--- config.mk ---
export PLATFORM = sky130hd
export DESIGN_NAME = comm_delay_line
export DESIGN_NICKNAME = d
export VERILOG_FILES = /design/src/rtl/comm_delay_line_pkg.sv /design/src/rtl/comm_delay_stage.sv /design/src/rtl/comm_delay_line.sv
export SDC_FILE = /design/constraint.sdc
export NUM_CORES = 1
export LEC_CHECK = 0
export CAP_MARGIN = 20
export CORE_MARGIN = 5
export CORE_UTILIZATION = 57
export DETAILED_ROUTE_END_ITERATION = 10
export PLACE_DENSITY = 0.78
export SLEW_MARGIN = 20
export SYNTH_ARGS = -nofsm -noshare
export SYNTH_HDL_FRONTEND = slang
export SYNTH_SLANG_ARGS = --single-unit
--- constraint.sdc ---
create_clock -name iCLK -period 3.3 [get_ports iCLK]
set_clock_uncertainty 0.2 [all_clocks]
set_input_delay 0.66 -clock iCLK [delete_from_list [all_inputs] [get_ports iCLK]]
set_output_delay 0.66 -clock iCLK [all_outputs]
set_load 0.01 [all_outputs]
--- src/rtl/comm_delay_line_pkg.sv ---
// Shared definitions for the communication delay line and its users.
// Provides the select-width helper, the delay clamp and legacy instance defaults.
// The framing controller reuses clamp_dly so both sides agree on the effective tap.
package comm_delay_line_pkg;

  // Defaults for the done-strobe instance, matching the legacy 10-stage 1-bit chain
  localparam int DONE_WL    = 1;
  localparam int DONE_DEPTH = 10;

  // Width of a select port able to express 0..depth
  function automatic int sel_width(input int depth);
    return $clog2(depth + 1);
  endfunction

  // Map a requested delay onto the usable tap range 1..depth
  function automatic int clamp_dly(input int dly, input int depth);
    if (dly <= 0) begin
      return 1;
    end else if (dly > depth) begin
      return depth;
    end else begin
      return dly;
    end
  endfunction

endpackage

--- src/rtl/comm_delay_stage.sv ---
// One {valid, data} register stage of the delay line.
// Latency: 1 enabled edge.
// Backpressure: none; en=0 holds the stage, clear and reset zero it regardless of en.
module comm_delay_stage #(
  parameter int W = 2
) (
  input  logic         clk,
  input  logic         rst_n,
  input  logic         clr,
  input  logic         en,
  input  logic [W-1:0] d,
  output logic [W-1:0] q
);

  // Reset beats clear beats enable; otherwise hold
  always_ff @(posedge clk) begin
    if (!rst_n) begin
      q <= '0;
    end else if (clr) begin
      q <= '0;
    end else if (en) begin
      q <= d;
    end
  end

endmodule

--- src/rtl/comm_delay_line.sv ---
// Delays a word plus valid flag by a run-time tap of 1..DEPTH enabled cycles, tracks fill, pulses done on rising lvl.
// Latency: D enabled edges input-to-tap; oDONE one clock after the tap level rises.
// Backpressure: iEN=0 stalls every stage and the fill counter; the edge tracker keeps running every clock.
module comm_delay_line
  import comm_delay_line_pkg::*;
#(
  parameter  int WL    = 1,
  parameter  int DEPTH = 16,
  localparam int SELW  = sel_width(DEPTH)
) (
  input  logic            iCLK,
  input  logic            iRSTn,
  input  logic            iCLR,
  input  logic            iEN,
  input  logic            iVALID,
  input  logic [WL-1:0]   iDATA,
  input  logic [SELW-1:0] iDLY,
  output logic [WL-1:0]   oDATA,
  output logic            oVALID,
  output logic            oPRIMED,
  output logic            oDONE
);

  // stg[0] is the live input; stg[1..DEPTH] are registered stages
  logic [WL:0]     stg [DEPTH+1];
  logic [SELW-1:0] tap_sel;
  logic [WL:0]     tap;
  logic [SELW-1:0] cnt;
  logic            lvl;
  logic            prev;

  assign stg[0] = {iVALID, iDATA};

  for (genvar k = 1; k <= DEPTH; k++) begin : g_stage
    comm_delay_stage #(
      .W (WL + 1)
    ) u_stage (
      .clk   (iCLK),
      .rst_n (iRSTn),
      .clr   (iCLR),
      .en    (iEN),
      .d     (stg[k-1]),
      .q     (stg[k])
    );
  end

  // Clamped tap select; never 0, so the mux only ever picks a register output
  assign tap_sel = SELW'(clamp_dly(int'(iDLY), DEPTH));
  assign tap     = stg[tap_sel];
  assign oVALID  = tap[WL];
  assign oDATA   = tap[WL-1:0];
  assign lvl     = tap[WL] & tap[0];
  assign oPRIMED = (cnt >= tap_sel);

  // Fill counter: counts enabled shifts since flush, saturating at DEPTH
  always_ff @(posedge iCLK) begin
    if (!iRSTn || iCLR) begin
      cnt <= '0;
    end else if (iEN && (cnt != SELW'(DEPTH))) begin
      cnt <= cnt + 1'b1;
    end
  end

  // Rising-edge detector on the tap level, clocked every cycle independent of iEN
  always_ff @(posedge iCLK) begin
    if (!iRSTn || iCLR) begin
      prev  <= 1'b0;
      oDONE <= 1'b0;
    end else begin
      prev  <= lvl;
      oDONE <= lvl & ~prev;
    end
  end

endmodule

After elaboration in Yosys (flattened, before gate mapping). Cells that the tools add are included.

Output and inout bits: 4. Word-level logic and storage cells: 39. Register bits: 39.

Eq/ne operators: 1. Magnitude comparators: 4. Add/subtract/negate cells: 1. Reduce and logical (&&, ||, !) cells: 4. Bitwise gates (word level): 5. Multiplexer cells: 5.

Operator list (count): 2-bit binary-select mux with 5-bit select (1); 5-bit two-way mux (2); 6-bit >= comparator (second input constant) (1); 5-bit NOT with 6-bit output (1); 5-bit by 1-bit adder with 5-bit output (second input constant) (1); 5-bit >= comparator (1); 5-bit greater-than comparator (second input constant) (1); 5-bit by 1-bit less-or-equal comparator with 1-bit output (second input constant) (1); 5-bit inequality test (second input constant) (1); 2-bit two-way mux (2); 1-bit bitwise AND (2); 1-bit NOT (2); 2-bit OR reduction (1); 1-bit logical AND (1); 1-bit zero test (1); 1-bit logical OR (1).

Depth between registers and ports, before layout.
Word-level depth: 9. Depth in mapped cells: 11. Depth with buffers taken out: 10.

Modules after synthesis. Synthesis repeated with hierarchy kept, for this count alone.

Cells, all modules: 215. Area, all modules: 2050.7 um^2.

By module, submodules not included: comm_delay_stage (times used 16, seq. area each 40.0 um^2, area an instance 73.8 um^2, cells each 7); comm_delay_line (times used 1, seq. area each 140.1 um^2, area an instance 869.6 um^2, cells each 103).

Least setup slack after synthesis. OpenSTA, ideal clock, no wires.

Path type: input to output. Start point: input port iDLY[3]. End point: output port oPRIMED. Path slack: 0.367 ns. Data required time: 2.440 ns. Arrival: 2.073 ns. Stages on the path: 11. Cells stage by stage: buf_6 nor3_2 o21ai_2 inv_1 ha_1 nand2b_1 a21o_1 a21oi_1 nor2b_1 o21ai_0 nand2b_1.

Longest elaborated chain between the ends: 4. Elaborated cells on any way between the ends: 5.

Ends and longest elaborated chain: start, declared (RTL line comm_delay_line.sv:17) `input logic [SELW-1:0] iDLY,`; 5-bit greater-than comparator (RTL line comm_delay_line_pkg.sv:19) `end else if (dly > depth) begin`; 5-bit two-way mux (RTL line comm_delay_line_pkg.sv:19); 5-bit two-way mux * (RTL line comm_delay_line_pkg.sv:17) `if (dly <= 0) begin`; 5-bit >= comparator * (RTL line comm_delay_line.sv:53) `assign oPRIMED = (cnt >= tap_sel);`; end, declared (RTL line comm_delay_line.sv:20) `output logic oPRIMED,`.

Mark *: on every way between the ends. The rest lies on a longest branch, timed or not.

Final worst setup path.
Start point: input port iDLY[0]. End point: output port oVALID.

Longest elaborated chain between the ends: 7. Elaborated cells on any way between the ends: 8.

Ends and longest elaborated chain: 5-bit greater-than comparator (RTL line comm_delay_line_pkg.sv:19); 5-bit two-way mux (RTL line comm_delay_line_pkg.sv:19); 5-bit two-way mux * (RTL line comm_delay_line_pkg.sv:17); 5-bit NOT with 6-bit output (implied by the code) * (RTL line comm_delay_line.sv:49) `assign tap = stg[tap_sel];`; 2-bit binary-select mux with 5-bit select * (RTL line comm_delay_line.sv:49); 2-bit two-way mux (implied by the code) * (2 in a row) (RTL line comm_delay_line.sv:49); end, declared (RTL line comm_delay_line.sv:19) `output logic oVALID,`.

Mark *: on every way between the ends. The rest lies on a longest branch, timed or not. The select of a mux whose other input is x is not followed.

==> impl_metrics.yaml <==
drt:
  firstDrtPassIters: 4
  vias: 1601
  drt-total-wl_um: 4070
  drt_iter0_markers: 64
  ant_nets: 0
  avgViaCountPerCell: 5.54
  drc: 0
  post_drt_wl_per_cell_um: 14.1
hold_path:
  hold_class: "register to register"
  worstHoldStart: "g_stage[16].u_stage.q[1]"
  min_to: "g_stage[16].u_stage.q[1]"
  whs_path_depth: 2
placement:
  numPortBuffers: 14
  place.gp.congestion: 0.844
  place_hpwl_um: 3090
  dpl-instance-area_um2: 2270
  post-place-ws_ps: -517
synth:
  synthTopCellsByArea: "dfxtp_1 39%, mux2i_1 20%, nor2_1 8.1%, ha_1 4.4%, a21oi_1 1.8%"
  syn_area_um2: 1990
  netlist_instances: 212
  synth_top_flop_cell: "dfxtp_1"
  yosys_register_bits: 39
  yosysTopAreaCell: "dfxtp_1"
  yosys_warnings: 0
  synth_top_area_share_pct: 39.3
  synth.yosys.seq_area_share_pct: 39.3
  synth.distinct_cells: 45
  synthesis.nets: 230
  syn_avg_cell_area_um2: 9.37
  synth_edf_count: 0
  async_reset_ff_share_pct: 0
finish:
  area_growth_pct: 16.8
  drive_gt1_share_pct: 18.5
  postLayoutCellArea_um2: 2320
  antenna_cells: 0
  n_fill_cell: 293
  fin_nets: 262
  seqCellArea_um2: 781
  multi_input_area_um2: 1110
global_routing:
  grt_pass1_wl_um: 7050
  grt_start_max_net_pins: 22
  grt_use_total_pct: 18.0
  grt_pass1_vias: 1609
  grt_overflow: 0
  antenna_found_initial: 0
critical_path:
  cp.arrival_ps: 2320
  max_stage_delay_ps: 280
  crit_required_ps: 2440
  critPathMaxFanout: 3
  cp_slowest_cell: "dlygate4sd2_1"
  path_buf_inv: 3
  cp_num_cells: 8
  rrSetupSlack_ps: 1570
  setup.worst_path.end_class: "output port"
  critPathTopFamily: "compound AO/OA/AOI/OAI gates"
  r2r_start: "g_stage[3].u_stage.q[1]"
  r2r_end: "prev"
  crit_type: "input pin to output port"
  path_common_cell: "dlygate4sd2_1"
  r2r_cells: 6
  crit_chain: "dlygate4sd2_1 -> buf_4 -> o21ba_4 -> a21oi_2 -> a221oi_1 -> o31a_1 -> o2111a_1 -> dlygate4sd2_1"
  cp-start-kind: "input pin"
clock_tree:
  root_buffer: "clkbuf_4"
  cts_tree: "done"
  cts.reportedPaths.clkPinSlew_ps: 90
  cts_max_level: 2
  clock-sinks: 39
  cts_hold_repair.buffers: 0
  cts_buffer_depth: 2
  clock_latency_ps: 340
  cts_made_buffers: 5
die:
  core_area_um2: 3360
  die_area_um2: 4760
  num_rows: 21
  io_pins: 15
  die_h_um: 69.0
  initial_core_util_pct: 59.0
  die_x_um: 69.0
timing:
  drv_slew: 0
  setup_viol: 0
  max_slew_margin_pct: 58.7
  fin_crit_sh_pct: 96.4
  max_freq_mhz: 314
  fin_crit_ps: 3180
  hold_viol: 0
  holdWs_ps: 304
  worst_pin_slew_ps: 620
  rsz0062_at_grt: "false"
  setup_slack_ps: 119
pwr:
  power_density_nw_per_um2: 353
  leakagePower_nw: 1.01
  irDropWorstVdd_mv: 0.210
  fin_total_pwr_mw: 0.819
flow_run:
  maxCapViolations: 0
run_status:
  run_status: "finished clean"
routing by layer:
| metal | wire length [um] | track usage [%] |
|---|---|---|
| met1 | 1840 | 20.3 |
| met2 | 1960 | 30.3 |
| met3 | 182 | 6.54 |
| met4 | 85 | 7.81 |
| met5 | 0 | 0 |
final cells by class:
class	instances	area share, %
multi-input combinational	151	47.8
tap	46	2.48
sequential	39	33.7
inverter	9	1.46
timing repair buffer	38	12.8
clock buffer	6	1.78
Yosys cell counts (2+ instances only):
| cell type | number |
|---|---|
| buf_6 | 3 |
| clkbuf_1 | 6 |
| o21ai_0 | 6 |
| nand3_1 | 2 |
| inv_1 | 9 |
| nor2b_1 | 2 |
| nand2_1 | 4 |
| dfxtp_1 | 39 |
| mux2i_1 | 40 |
| nor2_1 | 43 |
| xor2_1 | 3 |
| nand4_1 | 2 |
| a221oi_1 | 3 |
| buf_2 | 3 |
| a21oi_1 | 7 |
| ha_1 | 7 |
| nand2b_1 | 5 |
report_power, final:
group / switching [mW] / internal [mW]
clock network: 0.136 / 0.0757
registers: 0.00192 / 0.473
logic: 0.0671 / 0.0656
total: 0.205 / 0.614
metrics by stage:
stage | TNS [ps] | cells | utilization [%]
after CTS | 0 | 289 | 68.8
after detailed placement | -1440 | 282 | 67.6
after floorplan | 0 | 212 | -
final | 0 | 289 | 69.0
after global routing | 0 | 289 | 69.0
after global placement | -1280 | 282 | 67.6
worst max path at each step:
stage | startpoint | slack, ps | endpoint
4_1_cts | iDLY[4] | 20 | oDATA
2_1_floorplan | iDLY[3] | 370 | oPRIMED
5_1_grt | iDLY[3] | 8 | oPRIMED
6_report | iDLY[0] | 120 | oVALID
3_3_place_gp | iDLY[3] | -440 | oPRIMED
3_5_place_dp | iDLY[3] | -520 | oPRIMED
worst reg2reg max path, delay by kind of cell, from the launching register on:
kind / cells / cell delay [ps]
AO/OA/AOI/OAI: 3 / 630
buffers and inverters: 1 / 140
flip-flops: 1 / 340
multiplexers: 1 / 150
AND/OR/NAND/NOR: 1 / 180
sequential cells by signal, summed over array words and instances, names as in the netlist:
name / cells
cnt: 5
oDONE: 1
g_stage.u_stage.q: 32
prev: 1
kinds of logic (layout without fill, tap and decap cells):
kind of cell             count (synthesis)  after routing  synth area share, %
AO/OA/AOI/OAI                           35             35                 13.6
adder cells (fa/ha/maj)                  7              7                 4.41
flip-flops                              39             39                 39.3
XOR/XNOR                                 4              4                 1.76
multiplexers                            40             40                 20.2
buffers and inverters                   22             53                 5.67
AND/OR/NAND/NOR                         65             65                 15.1
cell usage in the layout, fill, tap and decap left out, types with 2 or more instances in the layout:
cell type        netlist  final
clkdlybuf4s15_1        0      2
nor2b_1                2      2
buf_2                  3      2
nor2_1                43     43
buf_4                  1     24
dfxtp_1               39     39
nand2b_1               5      4
o21ai_0                6      5
a221oi_1               3      2
nand4_1                2      2
a21oi_2                1      2
inv_1                  9      8
nand3_1                2      2
ha_1                   7      7
mux2i_1               40     40
a21oi_1                7      6
nand2_1                4      4
clkbuf_2               0      2
dlygate4sd2_1          0      3
xor2_1                 3      3
clkdlybuf4s50_1        0      5
clkbuf_4               0      5
timing repair:
| action | CTS | global route |
|---|---|---|
| gates resized for setup | 14 | 8 |
| pin swaps | 3 | 6 |
| endpoints found under the setup margin | 3 | 3 |
| buffers inserted | 1 | 0 |
No activity file was read; power rests on OpenSTA's default activity.
